<file path="src/rtl/uart_pkg.sv">
// Shared types and constants for the UART transmit arbiter.
// The arbiter state enum is kept apart from any transmitter-side state enum.
package uart_pkg;

    localparam int UART_DATA_W = 8;

    typedef enum logic [2:0] {
        IDLE,
        GRANT,
        START,
        WAIT_DONE,
        GAP
    } arb_state_t;

    // Width of a counter that must hold values 0..max_val (at least one bit).
    function automatic int cnt_width(input int max_val);
        return (max_val < 1) ? 1 : $clog2(max_val + 1);
    endfunction

endpackage

</file>
<file path="src/rtl/uart_tx_arbiter_rr_pick.sv">
// Combinational round-robin picker: the first set request strictly after ptr,
// wrapping around, so the last winner has the lowest priority.
module rr_pick #(
    parameter int NUM_REQ = 4
) (
    input  logic [NUM_REQ-1:0]         req,
    input  logic [$clog2(NUM_REQ)-1:0] ptr,
    output logic [$clog2(NUM_REQ)-1:0] idx,
    output logic                       found
);

    localparam int IW = $clog2(NUM_REQ);

    logic [IW-1:0]      cand [NUM_REQ];
    logic [NUM_REQ-1:0] hit;

    // cand[k] is the requester that sits k+1 places after the pointer.
    for (genvar gi = 0; gi < NUM_REQ; gi++) begin : g_cand
        assign cand[gi] = IW'((int'(ptr) + gi + 1) % NUM_REQ);
        assign hit[gi]  = req[cand[gi]];
    end

    always_comb begin
        idx   = '0;
        found = 1'b0;
        for (int i = NUM_REQ - 1; i >= 0; i--) begin
            if (hit[i]) begin
                idx   = cand[i];
                found = 1'b1;
            end
        end
    end

endmodule

</file>
<file path="src/rtl/uart_tx_arbiter.sv">
// Round-robin sharing of one UART transmitter among NUM_REQ byte producers,
// with an inter-frame gap and a sticky watchdog on frame completion.
module uart_tx_arbiter
    import uart_pkg::*;
#(
    parameter int NUM_REQ        = 4,
    parameter int GAP_CYCLES     = 16,
    parameter int TIMEOUT_CYCLES = 20000
) (
    input  logic                           clk,
    input  logic                           rst_n,
    input  logic [NUM_REQ-1:0]             req_valid,
    input  logic [UART_DATA_W*NUM_REQ-1:0] req_data,
    output logic [NUM_REQ-1:0]             req_ready,
    output logic [UART_DATA_W-1:0]         tx_data,
    output logic                           tx_start,
    input  logic                           tx_busy,
    input  logic                           tx_done,
    output logic [$clog2(NUM_REQ)-1:0]     grant_id,
    output logic                           active,
    output logic                           timeout_err,
    input  logic                           err_clr
);

    localparam int IW    = $clog2(NUM_REQ);
    localparam int GAP_W = cnt_width(GAP_CYCLES);
    localparam int WD_W  = cnt_width(TIMEOUT_CYCLES);

    localparam logic [GAP_W-1:0] GAP_LAST = GAP_W'((GAP_CYCLES > 0) ? GAP_CYCLES - 1 : 0);
    // The watchdog expires on the cycle its count would step to TIMEOUT_CYCLES-1,
    // i.e. while the register still holds TIMEOUT_CYCLES-2.
    localparam logic [WD_W-1:0]  WD_LAST  = WD_W'((TIMEOUT_CYCLES > 1) ? TIMEOUT_CYCLES - 2 : 0);

    arb_state_t             state_reg, state_next;
    logic [IW-1:0]          ptr_reg, ptr_next;
    logic [IW-1:0]          grant_reg, grant_next;
    logic [UART_DATA_W-1:0] data_reg, data_next;
    logic [WD_W-1:0]        wd_reg, wd_next;
    logic [GAP_W-1:0]       gap_reg, gap_next;
    logic                   err_reg, err_next;

    logic [IW-1:0]          pick_idx;
    logic                   pick_found;

    rr_pick #(
        .NUM_REQ (NUM_REQ)
    ) u_pick (
        .req   (req_valid),
        .ptr   (ptr_reg),
        .idx   (pick_idx),
        .found (pick_found)
    );

    always_ff @(posedge clk or negedge rst_n) begin
        if (!rst_n) begin
            state_reg <= IDLE;
            ptr_reg   <= IW'(NUM_REQ - 1);
            grant_reg <= '0;
            data_reg  <= '0;
            wd_reg    <= '0;
            gap_reg   <= '0;
            err_reg   <= 1'b0;
        end else begin
            state_reg <= state_next;
            ptr_reg   <= ptr_next;
            grant_reg <= grant_next;
            data_reg  <= data_next;
            wd_reg    <= wd_next;
            gap_reg   <= gap_next;
            err_reg   <= err_next;
        end
    end

    always_comb begin
        state_next = state_reg;
        ptr_next   = ptr_reg;
        grant_next = grant_reg;
        data_next  = data_reg;
        wd_next    = wd_reg;
        gap_next   = gap_reg;
        // A timeout below overrides this clear in the same cycle.
        err_next   = err_reg & ~err_clr;

        unique case (state_reg)
            IDLE: begin
                if (pick_found) begin
                    grant_next = pick_idx;
                    state_next = GRANT;
                end
            end
            GRANT: begin
                if (req_valid[grant_reg]) begin
                    data_next  = req_data[UART_DATA_W*grant_reg +: UART_DATA_W];
                    ptr_next   = grant_reg;
                    state_next = START;
                end else begin
                    state_next = IDLE;
                end
            end
            START: begin
                if (!tx_busy) begin
                    wd_next    = '0;
                    state_next = WAIT_DONE;
                end
            end
            WAIT_DONE: begin
                if (tx_done) begin
                    gap_next   = '0;
                    state_next = (GAP_CYCLES == 0) ? IDLE : GAP;
                end else if (wd_reg == WD_LAST) begin
                    err_next   = 1'b1;
                    state_next = IDLE;
                end else begin
                    wd_next = wd_reg + 1'b1;
                end
            end
            GAP: begin
                if (gap_reg == GAP_LAST) begin
                    state_next = IDLE;
                end else begin
                    gap_next = gap_reg + 1'b1;
                end
            end
            default: state_next = IDLE;
        endcase
    end

    always_comb begin
        req_ready = '0;
        if (state_reg == GRANT) begin
            req_ready[grant_reg] = 1'b1;
        end
        tx_start = (state_reg == START) && !tx_busy;
        active   = (state_reg != IDLE);
    end

    assign tx_data     = data_reg;
    assign grant_id    = grant_reg;
    assign timeout_err = err_reg;

endmodule

</file>
<file path="config.mk">
export PLATFORM = sky130hd
export DESIGN_NAME = uart_tx_arbiter
export DESIGN_NICKNAME = d
export VERILOG_FILES = /design/src/rtl/uart_pkg.sv /design/src/rtl/uart_tx_arbiter_rr_pick.sv /design/src/rtl/uart_tx_arbiter.sv
export SDC_FILE = /design/constraint.sdc
export NUM_CORES = 1
export LEC_CHECK = 0
export CORE_UTILIZATION = 50
export CTS_BUF_LIST = sky130_fd_sc_hd__clkbuf_8
export CTS_CLUSTER_DIAMETER = 40
export DETAILED_ROUTE_END_ITERATION = 10
export DONT_BUFFER_PORTS = 1
export SLEW_MARGIN = 20
export SYNTH_ARGS = -nofsm -noshare
export SYNTH_HDL_FRONTEND = slang
export SYNTH_SLANG_ARGS = --single-unit
</file>
<file path="constraint.sdc">
create_clock -name clk -period 2.26 [get_ports clk]
set_input_delay 0.339 -clock clk [delete_from_list [all_inputs] [get_ports clk]]
set_output_delay 0.339 -clock clk [all_outputs]
set_load 0.005 [all_outputs]
</file>
==> results.txt, run 1 <==
----------------------------------------------------
[Status]
  Result of the run ... finished clean

[Drt]
  Count of nets left with antenna violations after detail routing ... 0
  Length of the first detailed-routing pass in iterations ... 4
  Via density per instance ... roughly 6.2
  Total wire length after detailed routing ... ~4500 µm
  First DRT Iteration DRCs ... 106
  DRC errors left ... 0
  Average detailed-routed wire length per instance ... 17.3 µm
  Total via count in the routed design ... roughly 1,600

[Placed design]
  # port buffers ... 0
  Post-detailed-placement cell area ... 2160 µm²
  Pre-CTS setup slack ... around 250 ps
  Final Wtd Congestion ... 0.849
  Estimated wirelength of the detail-placed design ... ~3200 µm

[Timing]
  Worst Setup Slack, final ... 217 ps
  Number of pins with negative max-slew slack in the final report ... 0
  Setup repair after global routing missed its margin ... false
  Endpoints failing hold ... 0
  Worst hold slack ... 134 ps
  Final setup violation count ... 0
  Setup Total Neg Slack ... 0 ps
  Worst slew margin ... 0.648
  Slew at the pin closest to its max-slew limit ... 521 ps
  Highest Clock Rate ... 490 MHz
  Clock skew after layout ... 4.54 ps
  Minimum period implied by the final worst setup slack ... 2040 ps
  Post-route fraction of the period consumed by the critical path ... 0.904

[Layout]
  Synthesis-to-finish area growth ... 7.28%
  Layout Nets ... ~250
  Final instance area ... 2270 µm²
  # diodes ... 0
  Flip-flop count of the largest register after layout ... 15
  Layout filler cell count ... 358
  Layout cell share with drive strength beyond 1 ... 0.197
  Area occupied by registers ... 903 µm²
  Footprint of the multi-input gates ... 1120 µm²

[Setup path]
  Setup Crit Path Kind ... flop to flop
  Endpoint kind of the worst setup timing path ... flop
  Data arrival time of the worst path ... between 2000 and 2500 ps
  Data required, critical path ... 2460 ps
  Worst Setup Start Kind ... flop
  Maximum fanout encountered on the critical timing path ... 9

[Floorplanning]
  Vertical extent of the die ... 67.0 µm
  Starting density of the core ... 0.525
  Total number of placement rows ... 23
  I/O Pins ... between 50 and 60
  CORE AREA ... 4030 µm²
  Die Wd ... 67.0 µm
  Floorplan die area ... 4490 µm²

[Global route]
  Via count of the first global-routing pass ... between 1,500 and 2,000
  Largest net degree at the start of global routing ... 37
  Total global routing overflow ... 0
  Tot GR Track Use ... 0.215
  First-pass GRT wire length ... 6990 µm
  Antenna violations before repair ... 0

[Yosys]
  Synth Net Count ... 250
  Share of flip-flops with an asynchronous set or reset ... 1.00
  Sequential element share of the synthesized area ... 0.427
  Count of yosys warnings during synthesis ... 0
  Post-synth cell types ... 51
  Post-Synthesis Cells ... between 200 and 250
  Number of flip-flops and latches in the synthesized netlist ... 36
  Avg Inst Size Synth ... 10.3 µm²
  Commonest register cell after synthesis ... sky130_fd_sc_hd__dfrtp_1
  Combined area of all synthesized cells ... 2110 µm²
  Count of flip-flops with a built-in enable after synthesis ... 0

[Clocking]
  Sinks on Clock Net ... 36
  Maximum root-to-sink buffer count ... 2
  Post-CTS Setup Bufs ... 0
  Quantity of gates resized following cts ... 0
  H-tree depth ... 2
  CTS buffer count ... 5
  Clock slew seen by the registers of the worst setup and hold paths ... 70 ps
  CTS tree ... built
  Worst-Skew Late Latency ... 290 ps
  Master cell of the clock root buffer ... sky130_fd_sc_hd__clkbuf_8

[Pwr]
  Power density of the placed cells ... 1110 nW/µm²
  Design Power ... 2.52 mW
  Leakage power ... about 0.97 nW
  IR drop worst, VDD ... 0.595 mV

[Run]
  Number of max-cap violations ... 0

[Worst hold path]
  Tightest Hold Check Type ... input port to flop

----------------------------------------------------
-- cell usage after synthesis, types with 3 or more instances --
cell,number,area [µm²]
sky130_fd_sc_hd__a21oi_1,11,55.1
sky130_fd_sc_hd__and3_1,4,25.0
sky130_fd_sc_hd__buf_2,4,20.0
sky130_fd_sc_hd__clkbuf_1,6,22.5
sky130_fd_sc_hd__dfrtp_1,34,851
sky130_fd_sc_hd__ha_1,4,50.1
sky130_fd_sc_hd__inv_1,7,26.3
sky130_fd_sc_hd__mux2_2,11,124
sky130_fd_sc_hd__mux4_2,9,203
sky130_fd_sc_hd__nand2_1,20,75.1
sky130_fd_sc_hd__nand2b_1,3,18.8
sky130_fd_sc_hd__nand3_1,8,40.0
sky130_fd_sc_hd__nand4_1,5,31.3
sky130_fd_sc_hd__nor2_1,14,52.6
sky130_fd_sc_hd__nor3_1,3,15.0
sky130_fd_sc_hd__nor4_1,5,31.3
sky130_fd_sc_hd__o21ai_0,8,40.0
sky130_fd_sc_hd__or3_1,5,31.3
sky130_fd_sc_hd__xor2_1,3,26.3
-- kinds of logic (layout without fill, tap and decap cells) --
| group | count (synthesis) | in the layout | synth area share |
|---|---|---|---|
| simple gates | 82 | 82 | 0.211 |
| flops | 36 | 36 | 0.427 |
| compound gates | 35 | 35 | 0.105 |
| mux | 23 | 23 | 0.171 |
| buf+inv | 20 | 23 | 0.0414 |
| xor+xnor | 5 | 5 | 0.0207 |
| fa+ha+maj | 4 | 4 | 0.0237 |
-- cell type report --
cell class / count / share of cell area
Tap cell: 50 / 0.0276
Inverter: 8 / 0.0132
Clock buffer: 5 / 0.0304
Multi-Input combinational cell: 149 / 0.495
Timing Repair Buffer: 7 / 0.0298
Sequential cell: 36 / 0.398
Clock inverter: 3 / 0.00552
-- final timing paths --
path | from | endpoint | slack (ps) | depth (start not counted)
hold / removal | err_clr | timeout_err$_DFF_PN0_ | 130 | 1
max in group asynchronous | rst_n | ptr_reg[1]$_DFFE_PN1N_ | 1500 | 2
hold reg to reg | gap_reg[4]$_DFFE_PN0P_ | gap_reg[4]$_DFFE_PN0P_ | 530 | 2
setup / recovery | state_reg[0]$_DFFE_PN0P_ | wd_reg[14]$_DFFE_PN0P_ | 220 | 4
setup reg to reg | state_reg[0]$_DFFE_PN0P_ | wd_reg[14]$_DFFE_PN0P_ | 220 | 4
min in group asynchronous | rst_n | wd_reg[8]$_DFFE_PN0P_ | 510 | 2
-- cell usage in the layout (no fill, tap or decap), types with 2 or more instances in the layout --
master / count
sky130_fd_sc_hd__a21oi_1: 11
sky130_fd_sc_hd__a31o_2: 2
sky130_fd_sc_hd__a31oi_1: 2
sky130_fd_sc_hd__and3_1: 4
sky130_fd_sc_hd__and4b_1: 2
sky130_fd_sc_hd__buf_4: 5
sky130_fd_sc_hd__clkbuf_8: 5
sky130_fd_sc_hd__dfrtp_1: 34
sky130_fd_sc_hd__dfstp_2: 2
sky130_fd_sc_hd__ha_1: 4
sky130_fd_sc_hd__inv_1: 9
sky130_fd_sc_hd__mux2_2: 11
sky130_fd_sc_hd__mux2i_1: 2
sky130_fd_sc_hd__mux4_2: 9
sky130_fd_sc_hd__nand2_1: 20
sky130_fd_sc_hd__nand2b_1: 3
sky130_fd_sc_hd__nand3_1: 8
sky130_fd_sc_hd__nand4_1: 5
sky130_fd_sc_hd__nor2_1: 14
sky130_fd_sc_hd__nor3_1: 3
sky130_fd_sc_hd__nor3b_1: 2
sky130_fd_sc_hd__nor4_1: 5
sky130_fd_sc_hd__o21ai_0: 8
sky130_fd_sc_hd__o31ai_1: 2
sky130_fd_sc_hd__or3_1: 5
sky130_fd_sc_hd__or4_1: 2
sky130_fd_sc_hd__xnor2_1: 2
sky130_fd_sc_hd__xor2_1: 3
-- per-stage QoR --
stage | utilization | cells
2_1_floorplan | - | 205
4_1_cts | 0.563 | 258
3_5_place_dp | 0.535 | 248
3_3_place_gp | 0.535 | 248
6_report | 0.563 | 258
5_1_grt | 0.563 | 258
-- power breakdown --
part | internal, mW | switching (mW)
clock | 0.207 | 0.222
sequential | 0.874 | 0.220
combinational | 0.513 | 0.477
total | 1.59 | 0.920
-- critical path, cell delays in order, from the launching register on --
cell and delay (ps):
sky130_fd_sc_hd__dfrtp_1 390, sky130_fd_sc_hd__mux2_4 350, sky130_fd_sc_hd__or4_1 640, sky130_fd_sc_hd__or3_1 400
sky130_fd_sc_hd__a21oi_1 180
-- layer usage --
layer / up-vias / GRT usage / part of all wire
met5: - / 0 / 0
met4: 0 / 0.0957 / 0.012
met3: 7 / 0.0548 / 0.053
met2: 34 / 0.344 / 0.49
met1: 811 / 0.270 / 0.44
li1: 760 / - / -
-- timing repair --
item / in CTS / in global routing
hold buffers: 2 / 0
endpoints found under the setup margin: 0 / 0
hold endpoints to repair: 36 / 0
(Power assumes the default switching activity.)
==> run 2: changes to the inputs <==
Settings changed: CAP_MARGIN from default to 10, SKIP_CTS_REPAIR_TIMING from default to 1.
==> run 2 against run 1 <==
Fmax hardly changed; combinational power hardly changed; count of clock-buffer cells in the layout stayed put; design area stayed put; critical path depth stayed put; hold slack hardly changed; largest power group unchanged; first-iteration DRC count is 11% lower.
==> results.txt, run 2 (synthesis results as in run 1) <==
----------------------------------------------------
[Drt]
  Average detailed-routed wire length per instance ... 17.3 µm (about the same)
  Count of nets left with antenna violations after detail routing ... 0 (unchanged)
  Via density per instance ... 6.28 (was 6.25)
  DRC errors left ... 0 (unchanged)
  Total via count in the routed design ... 1,619 (was 1,612)
  First DRT Iteration DRCs ... 94 (was 106)
  Length of the first detailed-routing pass in iterations ... 4 (unchanged)
  Total wire length after detailed routing ... 4460 µm (was 4470 µm)

[Timing]
  Post-route fraction of the period consumed by the critical path ... 0.904 (about the same)
  Number of pins with negative max-slew slack in the final report ... 0 (unchanged)
  Setup repair after global routing missed its margin ... false (unchanged)
  Highest Clock Rate ... 489 MHz (was 490 MHz)
  Worst Setup Slack, final ... 216 ps (was 217 ps)
  Setup Total Neg Slack ... 0 ps (unchanged)
  Slew at the pin closest to its max-slew limit ... 517 ps (was 521 ps)
  Worst slew margin ... 0.650 (was 0.648)
  Worst hold slack ... 133 ps (was 134 ps)
  Clock skew after layout ... 5.52 ps (was 4.54 ps)
  Final setup violation count ... 0 (unchanged)
  Minimum period implied by the final worst setup slack ... 2040 ps (about the same)
  Endpoints failing hold ... 0 (unchanged)

[Layout]
  Layout filler cell count ... 358 (unchanged)
  Layout cell share with drive strength beyond 1 ... 0.197 (unchanged)
  Final cell count without fillers ... 258 (unchanged)
  Flip-flop count of the largest register after layout ... 15 (unchanged)
  Layout Nets ... 252 (unchanged)
  Commonest cells after routing, fill and taps aside ... sky130_fd_sc_hd__dfrtp_1, sky130_fd_sc_hd__nand2_1, sky130_fd_sc_hd__nor2_1 (unchanged)
  Synthesis-to-finish area growth ... 7.28% (unchanged)
  # diodes ... 0 (unchanged)
  Core utilization of the finished layout ... 0.563 (unchanged)
  Most common cell after layout, fill and taps aside ... sky130_fd_sc_hd__dfrtp_1 (unchanged)
  Final instance area ... 2270 µm² (unchanged)

[Floorplanning]
  CORE AREA ... 4030 µm² (unchanged)
  Die Wd ... 67.0 µm (unchanged)
  Vertical extent of the die ... 67.0 µm (unchanged)
  I/O Pins ... 58 (unchanged)
  Floorplan die area ... 4490 µm² (unchanged)
  Starting density of the core ... 0.525 (unchanged)
  Total number of placement rows ... 23 (unchanged)

[Placed design]
  Final Wtd Congestion ... 0.849 (unchanged)
  # port buffers ... 0 (unchanged)
  Post-detailed-placement cell area ... 2160 µm² (unchanged)
  Pre-CTS setup slack ... 254 ps (unchanged)
  Cell count after placement ... 248 (unchanged)
  Estimated wirelength of the detail-placed design ... 3240 µm (unchanged)

[Global route]
  Largest net degree at the start of global routing ... 37 (unchanged)
  First-pass GRT wire length ... 6960 µm (was 6990 µm)
  Total global routing overflow ... 0 (unchanged)
  Via count of the first global-routing pass ... 1,505 (was 1,522)
  Antenna violations before repair ... 0 (unchanged)
  Tot GR Track Use ... 0.215 (about the same)

[Clocking]
  CTS tree ... built (unchanged)
  Master cell of the clock root buffer ... sky130_fd_sc_hd__clkbuf_8 (unchanged)
  Sinks on Clock Net ... 36 (unchanged)
  H-tree depth ... 2 (unchanged)
  CTS buffer count ... 5 (unchanged)
  Worst-Skew Late Latency ... 290 ps (about the same)
  Clock slew seen by the registers of the worst setup and hold paths ... 70 ps (about the same)
  Maximum root-to-sink buffer count ... 2 (unchanged)

[Pwr]
  IR drop worst, VDD ... 0.598 mV (was 0.595 mV)
  Power density of the placed cells ... 1110 nW/µm² (about the same)
  Leakage power ... 0.966 nW (unchanged)
  Design Power ... 2.51 mW (was 2.52 mW)

[Status]
  Result of the run ... finished clean (unchanged)

[Setup path]
  Endpoint kind of the worst setup timing path ... flop (unchanged)
  Worst Setup Start Kind ... flop (unchanged)
  Logic depth of the worst register-to-register path ... 4 (unchanged)
  Setup Crit Path Kind ... flop to flop (unchanged)
  Data arrival time of the worst path ... 2250 ps (about the same)
  Maximum fanout encountered on the critical timing path ... 9 (unchanged)
  Data required, critical path ... 2460 ps (about the same)

[Worst hold path]
  Hold path cells ... 1 (unchanged)
  Tightest Hold Check Type ... input port to flop (unchanged)

[Run]
  Number of max-cap violations ... 0 (unchanged)

----------------------------------------------------
## run 2: final timing paths
path | start | endpoint | slack (ps)
worst max register to register | state_reg[0]$_DFFE_PN0P_ | wd_reg[14]$_DFFE_PN0P_ | 220
worst min register to register | gap_reg[4]$_DFFE_PN0P_ | gap_reg[4]$_DFFE_PN0P_ | 520
worst max-delay path | state_reg[0]$_DFFE_PN0P_ | wd_reg[14]$_DFFE_PN0P_ | 220
worst min-delay path | err_clr | timeout_err$_DFF_PN0_ | 130
min in group asynchronous | rst_n | wd_reg[8]$_DFFE_PN0P_ | 510
max in group asynchronous | rst_n | ptr_reg[1]$_DFFE_PN1N_ | 1510
## run 2: final cells by class
type,instances,area (µm²),share of cell area
clock inverters,3,12.5,0.00552
inverters,8,30.0,0.0132
multi-input cells,149,1120,0.495
clock buffers,5,68.8,0.0304
well taps,50,62.6,0.0276
flip-flops and latches,36,903,0.398
repair buffers,7,67.6,0.0298
## run 2: critical path, stage by stage, from the launching register on
cell	delay [ps]
sky130_fd_sc_hd__dfrtp_1	390
sky130_fd_sc_hd__mux2_4	350
sky130_fd_sc_hd__or4_1	640
sky130_fd_sc_hd__or3_1	400
sky130_fd_sc_hd__a21oi_1	180
## run 2: power by group
group / total (mW) / switching, mW / internal [mW]
Combinational: 0.990 / 0.476 / 0.513
Sequential: 1.09 / 0.220 / 0.874
Clock: 0.428 / 0.221 / 0.207
## run 2: layer usage
| metal | track usage | vias up | part of all wire |
|---|---|---|---|
| met3 | 0.0548 | 7 | 0.053 |
| li1 | - | 758 | - |
| met5 | 0 | - | 0 |
| met1 | 0.271 | 810 | 0.44 |
| met4 | 0.0957 | 0 | 0.010 |
| met2 | 0.341 | 44 | 0.50 |
